==> src/rtl/dmem_pkg.sv <==
// Shared encodings and default sizing for the block data memory.
package dmem_pkg;

  typedef enum logic [1:0] {
    ST_IDLE = 2'b00,
    ST_BUSY = 2'b01,
    ST_DONE = 2'b10
  } dmem_state_t;

  localparam int DMEM_ADDR_WIDTH = 6;
  localparam int DMEM_DATA_WIDTH = 32;
  localparam int DMEM_LATENCY    = 5;
  localparam int DMEM_CNT_W      = 4;

endpackage

==> src/rtl/dmem_latency_counter.sv <==
// Access-latency down-counter: loads LOAD_VAL, counts down to zero and holds there.
module dmem_latency_counter
  import dmem_pkg::*;
#(
  parameter logic [DMEM_CNT_W-1:0] LOAD_VAL = DMEM_CNT_W'(DMEM_LATENCY - 1)
) (
  input  logic CLK,
  input  logic RESET,
  input  logic load,
  input  logic dec,
  output logic zero
);

  logic [DMEM_CNT_W-1:0] count;

  always_ff @(posedge CLK or negedge RESET) begin
    if (!RESET) begin
      count <= '0;
    end else if (load) begin
      count <= LOAD_VAL;
    end else if (dec && (count != '0)) begin
      count <= count - 1'b1;
    end
  end

  assign zero = (count == '0);

endmodule

==> src/rtl/block_data_memory.sv <==
// Word-organised backing store answering one cache block read/write per request.
// Build option DMEM_CLEAR_ON_RESET_EN: reset also zeroes every word of the array.
module block_data_memory
  import dmem_pkg::*;
#(
  parameter int ADDR_WIDTH = DMEM_ADDR_WIDTH,
  parameter int DATA_WIDTH = DMEM_DATA_WIDTH,
  parameter int LATENCY    = DMEM_LATENCY
) (
  input  logic                  CLK,
  input  logic                  RESET,
  input  logic                  READ,
  input  logic                  WRITE,
  input  logic [ADDR_WIDTH-1:0] ADDRESS,
  input  logic [DATA_WIDTH-1:0] WRITEDATA,
  output logic [DATA_WIDTH-1:0] READDATA,
  output logic                  BUSYWAIT
);

  localparam int DEPTH = 2 ** ADDR_WIDTH;

  logic [DATA_WIDTH-1:0] mem [DEPTH];

  dmem_state_t           state;
  logic [ADDR_WIDTH-1:0] addr_q;
  logic [DATA_WIDTH-1:0] wdata_q;
  logic                  op_write_q;
  logic                  req;
  logic                  cnt_load;
  logic                  cnt_dec;
  logic                  cnt_zero;
  logic                  mem_we;

  assign req      = READ | WRITE;
  assign cnt_load = (state == ST_IDLE) && req;
  assign cnt_dec  = (state == ST_BUSY);
  assign mem_we   = (state == ST_BUSY) && cnt_zero && op_write_q;

  dmem_latency_counter #(
    .LOAD_VAL(DMEM_CNT_W'(LATENCY - 1))
  ) u_latency_counter (
    .CLK  (CLK),
    .RESET(RESET),
    .load (cnt_load),
    .dec  (cnt_dec),
    .zero (cnt_zero)
  );

  // Stall is raised combinationally in IDLE so the cache never sees a false done.
  always_comb begin
    BUSYWAIT = 1'b0;
    case (state)
      ST_IDLE: BUSYWAIT = req;
      ST_BUSY: BUSYWAIT = 1'b1;
      default: BUSYWAIT = 1'b0;
    endcase
  end

  always_ff @(posedge CLK or negedge RESET) begin
    if (!RESET) begin
      state      <= ST_IDLE;
      addr_q     <= '0;
      wdata_q    <= '0;
      op_write_q <= 1'b0;
      READDATA   <= '0;
    end else begin
      case (state)
        ST_IDLE: begin
          if (req) begin
            addr_q     <= ADDRESS;
            wdata_q    <= WRITEDATA;
            op_write_q <= WRITE;
            state      <= ST_BUSY;
          end
        end
        ST_BUSY: begin
          if (cnt_zero) begin
            if (!op_write_q) begin
              READDATA <= mem[addr_q];
            end
            state <= ST_DONE;
          end
        end
        default: state <= ST_IDLE;
      endcase
    end
  end

`ifdef DMEM_CLEAR_ON_RESET_EN
  always_ff @(posedge CLK or negedge RESET) begin
    if (!RESET) begin
      for (int i = 0; i < DEPTH; i++) begin
        mem[i] <= '0;
      end
    end else if (mem_we) begin
      mem[addr_q] <= wdata_q;
    end
  end
`else
  // Reset forces IDLE asynchronously, which drops mem_we and aborts any pending write.
  always_ff @(posedge CLK) begin
    if (mem_we) begin
      mem[addr_q] <= wdata_q;
    end
  end
`endif

endmodule

==> config.mk <==
export PLATFORM = sky130hd
export DESIGN_NAME = block_data_memory
export DESIGN_NICKNAME = d
export VERILOG_FILES = /design/src/rtl/dmem_pkg.sv /design/src/rtl/dmem_latency_counter.sv /design/src/rtl/block_data_memory.sv
export SDC_FILE = /design/constraint.sdc
export NUM_CORES = 2
export LEC_CHECK = 0
export BUFFER_PORTS_ARGS = -buffer_cell sky130_fd_sc_hd__buf_2
export CAP_MARGIN = 20
export CORE_ASPECT_RATIO = 1.5
export CORE_MARGIN = 10
export CORE_UTILIZATION = 45
export DETAILED_ROUTE_END_ITERATION = 8
export PLACE_DENSITY = 0.67
export SLEW_MARGIN = 10
export SYNTH_ARGS = -nofsm -noshare
export SYNTH_HDL_FRONTEND = slang
export SYNTH_HIERARCHICAL = 1
export SYNTH_SLANG_ARGS = --single-unit
==> constraint.sdc <==
create_clock -name CLK -period 5.28 [get_ports CLK]
set_clock_uncertainty 0.1 [all_clocks]
set_input_delay 0 -clock CLK [delete_from_list [all_inputs] [get_ports CLK]]
set_output_delay 0 -clock CLK [all_outputs]
set_load 0.1 [all_outputs]
==> impl_metrics.ini <==
[global_routing]
grt_start_max_net_pins = 101
grt-ovfl-total = 0
grt_first_pass_wirelength_um = 342000
grt_pass1_vias = 44300
antenna_found_initial = 17
grt_use_total_pct = 24.1

[detailed_routing]
drc_errors = 2
wl_met1_um = 83200
via_per_inst = 6.43
first_iter_violations = 6403
vias = 44900
wl_met3_um = 26400
wl_met2_um = 118000
routed.top_layer = met5
drt-total-wl_um = 243000
dr.pass1.iters = 9
ant_nets = 0
wl_per_cell_um = 34.8

[clock_network]
root_buffer = clkbuf_16
htreeDepth = 4
cts_sinks = 2125
cts_buffer_depth = 3
cts_buffers = 178
cts_tree = built
post-cts-setup-buffers = 0
cts_resized = 0
clk_latency_ps = 820
clkTransAtPathRegs_ps = 70

[cells_and_area]
drive_gt1_share_pct = 22.7
final_util_pct = 52.0
most-common-layout-cells = edfxtp_1, mux2i_1, mux4_2, a221oi_1, buf_4
final_common_cell = edfxtp_1
fillers = 14000
fin_area_um2 = 93000
area_growth_pct = 14.9
fin_nets = 4472

[floorplanning]
start_util_pct = 45.3
die_w_um = 366
rows = 190
die_y_um = 540
core_um2 = 179000
dieArea_um2 = 198000
ios = 75

[critical_path]
cp_slowest_cell = dfrtp_4
endpoint_kind = flop
timing.critical_path.buf_inv = 2
path_cells = clkinv_2 > buf_4 > a221oi_1 > nor2_1 > a2111oi_0 > a41oi_1
worstSetupStartpointType = flop
slowest_delay_ps = 1100
crit_fanout = 44
cp.required_ps = 5810
worstPathArrival_ps = 4790
crit_family = compound AO/OA/AOI/OAI gates
crit_type = reg2reg

[timing]
fin_crit_ps = 4250
slew_violations = 0
max_freq_ghz = 0.235
hold_viol = 0
worst_slack_ps = 1030
worst_slew_pin_slew_ps = 1150
rsz0062_at_grt = no
finalCritPeriodShare_pct = 80.6
tns_ps = 0
setup_viol = 0
relSlewSlack_pct = 23.4

[yosys]
yosysWarnings = 6
synth_seq_cells = 2125
synth_cell_types = 63
synth.cell_area_um2 = 81000
synth_cells = 4101
yosysSeqAreaShare_pct = 78.3
synth-main-ff-cell = edfxtp_1
syn_nets = 4144
synth-async-reset-ratio_pct = 3.62
avgSynthCellArea_um2 = 19.7
synth_edf_count = 2048

[placement]
post_dp_cell_area_um2 = 85800
dp_hpwl_um = 149000
place_ws_ps = 1170
gp_congestion = 0.923
port_buffers = 74

[power]
p_leak_nw = 29.4
finalPower_mw = 54.0
power_density_nw_per_um2 = 580
peakVddDrop_v = 0.000395

[outcome]
status = finished with violations
violations = DRC

[hold_path]
hold_class = in2async

[flow_run]
cap_violations = 0
==> synthesized netlist by cell type, drive strengths merged (3+ instances only) <==
library cell	instances	area [µm²]
nor2b	12	75.1
a221oi	211	1850
nor2	199	747
mux2	91	1020
a21o	4	30.0
mux2i	257	2570
inv	8	30.0
nand2	68	255
a31oi	21	131
nand4	10	62.6
a22oi	117	878
nor3b	3	22.5
a41oi	5	43.8
edfxtp	2048	61500
a221o	12	120
nand2b	4	25.0
a222oi	4	40.0
nor3	9	45.0
o22ai	52	325
nand3	24	120
a21oi	97	485
mux4	247	5560
o21ai	110	551
buf	167	1000
o221ai	8	70.1
o211ai	5	37.5
o2bb2ai	4	35.0
o22a	13	114
clkbuf	103	387
and3	9	56.3
a211oi	11	82.6
a211o	3	27.5
dfrtp	77	1930
o32a	19	190
o2111ai	9	78.8
a2111oi	4	35.0
and2	10	62.6
a311oi	4	35.0
a22o	14	123
==> repair_timing <==
item | CTS | global route
setup endpoints to repair | 0 | 0
hold buffers | 123 | 0
endpoints found under the hold margin | 121 | 0
==> logic make-up after synthesis <==
logic type / count (synthesis) / share of synthesized area, %
DFF: 2125 / 78.3
and+or+nand+nor: 364 / 1.98
muxes: 595 / 11.3
buffers and inverters: 278 / 1.75
AOI/OAI and AO/OA: 738 / 6.64
adders and majority gates: 1 / 0.0154
==> area by class of cell <==
| cell class | instances | area, µm² | share of cell area (%) |
|---|---|---|---|
| Antenna cell | 5 | 12.5 | 0.0134 |
| Clock buffer | 208 | 4660 | 5.01 |
| Clock inverter | 124 | 1350 | 1.45 |
| Inverter | 8 | 33.8 | 0.0363 |
| Multi-Input combinational cell | 1698 | 16800 | 18.0 |
| Sequential cell | 2125 | 63500 | 68.2 |
| Tap cell | 2400 | 3000 | 3.23 |
| Timing Repair Buffer | 418 | 3730 | 4.01 |
==> worst min-delay path: stages <==
cell and delay, ps:
dlygate4sd3_1 520, dlygate4sd3_1 540, buf_4 200, buf_16 270
==> flip-flops by register name, summed over array words and instances, names as in the netlist <==
register,cells
u_latency_counter/count,4
wdata_q,32
READDATA,32
state,2
mem,2048
op_write_q,1
addr_q,6
==> metal layers <==
metal  vias to the layer above  track usage [%]
met5                         -            0.292
met4                        12             12.5
met3                       749             5.64
met2                      3053             39.5
met1                     23300             29.7
li1                      17800                -
==> worst paths after layout <==
kind                              from                         end  slack (ps)  depth (start not counted)
min reg2reg                wdata_q[13]                  mem[6][13]         400                          0
min in group CLK                  READ  u_latency_counter/count[0]         300                          6
max reg2reg                  addr_q[2]                READDATA[31]        1030                          6
min                              RESET                 wdata_q[25]         250                          4
max in group asynchronous        RESET                   addr_q[1]        3900                          4
max                          addr_q[2]                READDATA[31]        1030                          6
==> report_power, final <==
group	switching (mW)	internal, mW	total (mW)
Clock	6.05	7.63	13.7
Combinational	12.4	5.22	17.6
Sequential	1.29	21.4	22.7
==> per-stage QoR <==
step / hold WS (ps) / cells
global route: 265 / 6982
finish: 255 / 6986
global placement: -23.3 / 6524
CTS: 212 / 6980
detailed placement: -14.2 / 6525
floorplan: -396 / 4101
(Power assumes the default switching activity.)
